<file path="config.mk">
export PLATFORM = sky130hd
export DESIGN_NAME = apb_requester
export DESIGN_NICKNAME = d
export VERILOG_FILES = /design/src/rtl/apb_pkg.sv /design/src/rtl/apb_addr_decode.sv /design/src/rtl/apb_requester.sv
export SDC_FILE = /design/constraint.sdc
export NUM_CORES = 1
export LEC_CHECK = 0
export ABC_CLOCK_PERIOD_IN_PS = 5300
export BUFFER_PORTS_ARGS = -buffer_cell sky130_fd_sc_hd__buf_2
export CAP_MARGIN = 5
export CORE_AREA = 2 2 127 129
export DETAILED_ROUTE_END_ITERATION = 12
export DIE_AREA = 0 0 129 131
export GPL_ROUTABILITY_DRIVEN = 0
export MAX_ROUTING_LAYER = met4
export PLACE_DENSITY = 0.7
export SYNTH_ARGS = -nofsm -noshare
export SYNTH_HDL_FRONTEND = slang
export SYNTH_SLANG_ARGS = --single-unit
</file>
<file path="constraint.sdc">
create_clock -name pclk -period 5.3 [get_ports pclk]
set_clock_uncertainty 0.2 [all_clocks]
set_input_delay 1.06 -clock pclk [delete_from_list [all_inputs] [get_ports pclk]]
set_output_delay 1.06 -clock pclk [all_outputs]
set_load 0.01 [all_outputs]
</file>
<file path="src/rtl/apb_pkg.sv">
// Shared types for the APB requester slice: FSM states, response status codes
// and the slave-index width helper.
package apb_pkg;

   localparam int PROT_W = 3;

   typedef enum logic [1:0] {
      IDLE,
      SETUP,
      ACCESS,
      RESP
   } apb_req_state_e;

   typedef enum logic [1:0] {
      RSP_OKAY,
      RSP_SLVERR,
      RSP_DECERR,
      RSP_TIMEOUT
   } apb_rsp_status_e;

   function automatic int sel_width(input int n);
      return (n > 1) ? $clog2(n) : 1;
   endfunction

endpackage

</file>
<file path="src/rtl/apb_addr_decode.sv">
// Combinational address decoder: maps a byte address to a completer index and
// one-hot select, flagging out-of-range, non-zero upper bits or misalignment.
module apb_addr_decode
   import apb_pkg::*;
#(
   parameter int ADDR_WIDTH    = 32,
   parameter int DATA_WIDTH    = 32,
   parameter int NUM_SLAVES    = 4,
   parameter int SLAVE_SEL_LSB = 12,
   localparam int SEL_W        = sel_width(NUM_SLAVES)
) (
   input  logic [ADDR_WIDTH-1:0] addr,
   output logic [SEL_W-1:0]      idx,
   output logic [NUM_SLAVES-1:0] sel,
   output logic                  dec_err
);

   localparam int STRB_WIDTH = DATA_WIDTH / 8;
   localparam int HI_LSB     = SLAVE_SEL_LSB + SEL_W;

   logic upper_err;
   logic range_err;
   logic align_err;

   always_comb begin
      idx       = addr[SLAVE_SEL_LSB +: SEL_W];
      upper_err = (addr >> HI_LSB) != '0;
      range_err = int'(idx) >= NUM_SLAVES;
      align_err = (addr & ADDR_WIDTH'(STRB_WIDTH - 1)) != '0;
      dec_err   = upper_err || range_err || align_err;
      sel       = dec_err ? '0 : (NUM_SLAVES'(1) << idx);
   end

endmodule

</file>
<file path="src/rtl/apb_requester.sv">
// APB4 requester: one outstanding command, decoded to a psel line, with status
// returned on a valid/ready response port. Define APB_REQ_TIMEOUT_EN for the ACCESS timeout.
module apb_requester
   import apb_pkg::*;
#(
   parameter int ADDR_WIDTH     = 32,
   parameter int DATA_WIDTH     = 32,
   parameter int NUM_SLAVES     = 4,
   parameter int SLAVE_SEL_LSB  = 12,
   parameter int TIMEOUT_CYCLES = 16,
   localparam int STRB_WIDTH    = DATA_WIDTH / 8
) (
   input  logic                             pclk,
   input  logic                             preset,
   input  logic                             cmd_valid,
   output logic                             cmd_ready,
   input  logic                             cmd_write,
   input  logic [ADDR_WIDTH-1:0]            cmd_addr,
   input  logic [DATA_WIDTH-1:0]            cmd_wdata,
   input  logic [STRB_WIDTH-1:0]            cmd_strb,
   input  logic [PROT_W-1:0]                cmd_prot,
   output logic                             rsp_valid,
   input  logic                             rsp_ready,
   output logic [DATA_WIDTH-1:0]            rsp_rdata,
   output logic [1:0]                       rsp_status,
   output logic [NUM_SLAVES-1:0]            psel,
   output logic                             penable,
   output logic                             pwrite,
   output logic [ADDR_WIDTH-1:0]            paddr,
   output logic [DATA_WIDTH-1:0]            pwdata,
   output logic [STRB_WIDTH-1:0]            pstrb,
   output logic [PROT_W-1:0]                pprot,
   input  logic [NUM_SLAVES*DATA_WIDTH-1:0] prdata,
   input  logic [NUM_SLAVES-1:0]            pready,
   input  logic [NUM_SLAVES-1:0]            pslverr
);

   localparam int SEL_W = sel_width(NUM_SLAVES);

   if (!(DATA_WIDTH inside {8, 16, 32}) || NUM_SLAVES < 1 || NUM_SLAVES > 16 ||
       TIMEOUT_CYCLES < 1) begin : g_bad_cfg
      $error("apb_requester: illegal parameter set");
   end

   apb_req_state_e          state_q,      state_d;
   logic                    cmd_ready_q,  cmd_ready_d;
   logic [NUM_SLAVES-1:0]   psel_q,       psel_d;
   logic                    penable_q,    penable_d;
   logic                    pwrite_q,     pwrite_d;
   logic [ADDR_WIDTH-1:0]   paddr_q,      paddr_d;
   logic [DATA_WIDTH-1:0]   pwdata_q,     pwdata_d;
   logic [STRB_WIDTH-1:0]   pstrb_q,      pstrb_d;
   logic [PROT_W-1:0]       pprot_q,      pprot_d;
   logic [SEL_W-1:0]        idx_q,        idx_d;
   logic                    rsp_valid_q,  rsp_valid_d;
   logic [DATA_WIDTH-1:0]   rsp_rdata_q,  rsp_rdata_d;
   apb_rsp_status_e         rsp_status_q, rsp_status_d;
`ifdef APB_REQ_TIMEOUT_EN
   localparam int TOUT_W = $clog2(TIMEOUT_CYCLES + 1);
   logic [TOUT_W-1:0]       tout_q,       tout_d;
`endif

   logic [SEL_W-1:0]        dec_idx;
   logic [NUM_SLAVES-1:0]   dec_sel;
   logic                    dec_err;
   logic                    pready_sel;
   logic                    pslverr_sel;
   logic [DATA_WIDTH-1:0]   sel_rdata;

   apb_addr_decode #(
      .ADDR_WIDTH   (ADDR_WIDTH),
      .DATA_WIDTH   (DATA_WIDTH),
      .NUM_SLAVES   (NUM_SLAVES),
      .SLAVE_SEL_LSB(SLAVE_SEL_LSB)
   ) u_dec (
      .addr   (cmd_addr),
      .idx    (dec_idx),
      .sel    (dec_sel),
      .dec_err(dec_err)
   );

   // Masking with the registered select makes unselected completers invisible.
   always_comb begin
      pready_sel  = |(pready & psel_q);
      pslverr_sel = |(pslverr & psel_q);
      sel_rdata   = '0;
      for (int unsigned i = 0; i < NUM_SLAVES; i++) begin
         if (idx_q == SEL_W'(i)) sel_rdata = prdata[i*DATA_WIDTH +: DATA_WIDTH];
      end
   end

   always_comb begin
      state_d      = state_q;
      psel_d       = psel_q;
      penable_d    = penable_q;
      pwrite_d     = pwrite_q;
      paddr_d      = paddr_q;
      pwdata_d     = pwdata_q;
      pstrb_d      = pstrb_q;
      pprot_d      = pprot_q;
      idx_d        = idx_q;
      rsp_valid_d  = rsp_valid_q;
      rsp_rdata_d  = rsp_rdata_q;
      rsp_status_d = rsp_status_q;
`ifdef APB_REQ_TIMEOUT_EN
      tout_d       = tout_q;
`endif
      case (state_q)
         IDLE: begin
            if (cmd_valid && cmd_ready_q) begin
               pwrite_d = cmd_write;
               paddr_d  = cmd_addr;
               pprot_d  = cmd_prot;
               pwdata_d = cmd_write ? cmd_wdata : '0;
               pstrb_d  = cmd_write ? cmd_strb : '0;
               idx_d    = dec_idx;
               if (dec_err) begin
                  state_d      = RESP;
                  rsp_valid_d  = 1'b1;
                  rsp_rdata_d  = '0;
                  rsp_status_d = RSP_DECERR;
               end else begin
                  state_d = SETUP;
                  psel_d  = dec_sel;
               end
            end
         end
         SETUP: begin
            state_d   = ACCESS;
            penable_d = 1'b1;
`ifdef APB_REQ_TIMEOUT_EN
            tout_d    = '0;
`endif
         end
         ACCESS: begin
            if (pready_sel) begin
               state_d      = RESP;
               psel_d       = '0;
               penable_d    = 1'b0;
               rsp_valid_d  = 1'b1;
               rsp_status_d = pslverr_sel ? RSP_SLVERR : RSP_OKAY;
               rsp_rdata_d  = (!pwrite_q && !pslverr_sel) ? sel_rdata : '0;
            end
`ifdef APB_REQ_TIMEOUT_EN
            else if (tout_q == TOUT_W'(TIMEOUT_CYCLES - 1)) begin
               state_d      = RESP;
               psel_d       = '0;
               penable_d    = 1'b0;
               rsp_valid_d  = 1'b1;
               rsp_status_d = RSP_TIMEOUT;
               rsp_rdata_d  = '0;
            end else begin
               tout_d = tout_q + 1'b1;
            end
`endif
         end
         RESP: begin
            if (rsp_ready) begin
               state_d     = IDLE;
               rsp_valid_d = 1'b0;
            end
         end
         default: state_d = IDLE;
      endcase
      cmd_ready_d = (state_d == IDLE);
   end

   always_ff @(posedge pclk or posedge preset) begin
      if (preset) begin
         state_q      <= IDLE;
         cmd_ready_q  <= 1'b0;
         psel_q       <= '0;
         penable_q    <= 1'b0;
         pwrite_q     <= 1'b0;
         paddr_q      <= '0;
         pwdata_q     <= '0;
         pstrb_q      <= '0;
         pprot_q      <= '0;
         idx_q        <= '0;
         rsp_valid_q  <= 1'b0;
         rsp_rdata_q  <= '0;
         rsp_status_q <= RSP_OKAY;
`ifdef APB_REQ_TIMEOUT_EN
         tout_q       <= '0;
`endif
      end else begin
         state_q      <= state_d;
         cmd_ready_q  <= cmd_ready_d;
         psel_q       <= psel_d;
         penable_q    <= penable_d;
         pwrite_q     <= pwrite_d;
         paddr_q      <= paddr_d;
         pwdata_q     <= pwdata_d;
         pstrb_q      <= pstrb_d;
         pprot_q      <= pprot_d;
         idx_q        <= idx_d;
         rsp_valid_q  <= rsp_valid_d;
         rsp_rdata_q  <= rsp_rdata_d;
         rsp_status_q <= rsp_status_d;
`ifdef APB_REQ_TIMEOUT_EN
         tout_q       <= tout_d;
`endif
      end
   end

   assign cmd_ready  = cmd_ready_q;
   assign psel       = psel_q;
   assign penable    = penable_q;
   assign pwrite     = pwrite_q;
   assign paddr      = paddr_q;
   assign pwdata     = pwdata_q;
   assign pstrb      = pstrb_q;
   assign pprot      = pprot_q;
   assign rsp_valid  = rsp_valid_q;
   assign rsp_rdata  = rsp_rdata_q;
   assign rsp_status = rsp_status_q;

endmodule

</file>
==> summary.md <==
| Metric | Value |
|---|---|
| Status | completed |
| Worst path arrival time | 3.50 ns |
| CTS tree | built |
| Synth Register Bits | 115 |
| Number of synthesized flops with an enable pin | 0 |
| CTS Root Cell | clkbuf_16 |
| GR Overflow Total | 0 |
| Required time of the worst setup path | 5.38 ns |
| Post-Place Worst Slack | 1.56 ns |
| Worst-skew pair later-pin latency | 0.40 ns |
| Largest family of logic cells by synthesized area | multiplexers |
| WS Path Type | in2reg |
| RSZ-0062 raised after global routing | no |
| Final instance area | 8020 um2 |
| GRT Util Overall | 18.3% |
| Mapped Nets | 650 |
| Row count | 46 |
| Tmin final | 3.42 ns |
| CP endpoint kind | flop |
| Die extent in x | 129 um |
| Hold_buf cts | 0 |
| Commonest non-fill, non-tap cell in the layout | buf_2 |
| Max cap viols | 0 |
| Peak VDD IR | 0.212 mV |
| Total leakage power | 4.18 nW |
| DR iter-0 viols | 148 |
| Final setup vio count | 0 |
| Highest routing layer actually used | met4 |
| Min-delay src | pwdata[15]$_DFFE_PP0P_ |
| Reg2Reg Launch Point | psel[0]$_DFFE_PP0P_ |
| Crit share post-route | 64.6% |
| Mapped Cells | 438 |
| H-tree depth | 4 |
| Core Area | 15,600 um2 |
| Initial Util | 35.9% |
| Cell area after synthesis | 5600 um2 |
| Die Span Y | 131 um |
| RR Endpoint | rsp_rdata[2]$_DFFE_PP0P_ |
| Synth Flop Type | dfrtp_1 |
| Hold Path Depth | 2 |
| Area contributors post-synth | dfrtp_1, mux4_2, mux2_2 |
| PortBufs | 324 |
| Netlist cell types | 31 |
| CTS buffer count | 17 |
| Clock transition at path regs | 0.05 ns |
| Multiplexer share of the synthesized area | 29.1% |
| Antenna Nets Post-Route | 0 |
| Final WS setup | 1.88 ns |
| DP Area | 7400 um2 |
| Yosys top cell area share | 51.4% |
| Final Net Count | 968 |
| Power after layout | 0.00427 W |
| Routed WL per cell | 15.7 um |
| Fmax | 292 MHz |
| Post-synthesis adder-cell area fraction | 0% |
| Register area | 2880 um2 |
| I/O pins | 325 |
| Via count | 4,573 |
| # Post-CTS Setup Buffers | 0 |
| Hold Fails Final Rpt | 0 |
| Most frequent cells in the layout | buf_2, dfrtp_1, nand2_1 |
| Die footprint | 16,900 um2 |
| Hold Crit Class | reg2reg |
| Max-Slew Margin vs Limit | 30.8% |
| DRT Pass-1 Iters | 4 |
| Layout cells sized above 1 | 60.3% |
| Sequential area share after synthesis | 51.4% |
| Vias in the first global route | 4,321 |
| R2R cell count | 6 |
| Asr flop ratio synth | 100% |
| Residual DRC count | 0 |
| Simple-gate share of the synthesized area | 11.5% |
| Initial antenna violation count | 3 |
| Syn Area/Cell | 12.8 um2 |
| Worst slew pin tran | 1.04 ns |
| Fin. max-slew vios | 0 |
| Max Buffers Root-to-Sink | 2 |
| DR WL met3 | 1080 um |
| Worst R2R Setup Slack | 2.57 ns |
| Clock Sinks | 115 |
| Largest area contributor in the netlist | dfrtp_1 |
| Largest net degree at the start of global routing | 72 |
| Routed length on met1 | 5790 um |
| Synth Area in XOR/XNOR | 0% |
| Setup crit start kind | input port |
| Multi-input gate area | 2570 um2 |
| Power Dens Cells | 532 nW/um2 |
| Worst Path Max Fanout | 31 |
| Layout area overhead | 43.2% |
| WL final | 15,500 um |
| Hold path endpoint | pwdata[15]$_DFFE_PP0P_ |
| Yosys warns | 0 |
| Met2 wire length | 8400 um |
| DR vias/cell | 4.63 |
| Setup TNS | 0 ns |
| Compound-gate portion of the synthesized area | 5.03% |
| Post-cts resize count | 0 |
| First-pass GRT wire length | 22,500 um |
| Filler Cell Count | 1,429 |
| Dpl hpwl | 12,300 um |
==> registers in the layout, indices dropped and copies added (netlist names) <==
signal / count
rsp_valid: 1
rsp_status: 2
state_q: 2
pwdata: 32
paddr: 32
penable: 1
pstrb: 4
cmd_ready: 1
pwrite: 1
pprot: 3
psel: 4
rsp_rdata: 32
==> metal layers <==
layer | up-vias | GRT usage, %
met4 | 0 | 6.39
met2 | 209 | 32.7
li1 | 2198 | -
met1 | 2149 | 19.4
met5 | - | -
met3 | 17 | 5.37
==> per-stage QoR <==
step / std cells / utilization, % / hold WS, ns
after floorplan: 438 / - / 0.316
after CTS: 985 / 51.4 / 0.278
final: 988 / 51.4 / 0.271
after global routing: 988 / 51.4 / 0.292
after detailed placement: 953 / 47.5 / 0.266
after global placement: 953 / 47.5 / 0.258
==> report_power, final <==
group,total [W],switching (W),internal [W]
clock,0.00117,0.000376,0.000795
combinational,0.00161,0.000708,0.000904
sequential,0.00149,0.000258,0.00123
==> final cells by class <==
cell class | instances | share of cell area, %
Sequential cell | 115 | 35.9
Multi-Input combinational cell | 290 | 32.1
Timing Repair Buffer | 331 | 20.9
Clock buffer | 22 | 5.66
Tap cell | 216 | 3.37
Clock inverter | 10 | 1.95
Antenna cell | 3 | 0.0936
Inverter | 1 | 0.0780
==> synthesized netlist by cell type, drive strengths merged, types with 2 or more instances <==
cell,instances
a22o,4
nor2,3
and2b,2
nand3,3
buf,18
mux2,68
nor3,2
dfrtp,115
o21ai,41
mux2i,4
nand2,82
mux4,32
nor2b,32
nor4,5
o2bb2ai,2
clkbuf,14
==> how the worst max path moves through the flow <==
stage / from / end / slack [ns] / cells past startpoint
6_report: cmd_addr[31] / rsp_rdata[2]$_DFFE_PP0P_ / 1.88 / 6
5_1_grt: cmd_addr[31] / rsp_rdata[2]$_DFFE_PP0P_ / 1.81 / 6
4_1_cts: cmd_addr[31] / rsp_rdata[2]$_DFFE_PP0P_ / 1.98 / 6
3_5_place_dp: cmd_addr[31] / rsp_rdata[0]$_DFFE_PP0P_ / 1.56 / 6
3_3_place_gp: cmd_addr[31] / rsp_rdata[0]$_DFFE_PP0P_ / 1.57 / 6
2_1_floorplan: preset / cmd_ready$_DFF_PP0_ / 1.0 / 1
==> cell families after synthesis <==
logic type	count (synthesis)
AO/OA/AOI/OAI	50
buffers and inverters	33
flip-flops	115
AND/OR/NAND/NOR	136
multiplexers	104
==> worst max-delay path, cell delays in order <==
cell	delay (ns)
buf_2	0.10
nor4_1	0.66
a31o_1	0.23
and3_2	0.82
buf_4	0.28
mux2_4	0.30
No activity file was read; power rests on OpenSTA's default activity.
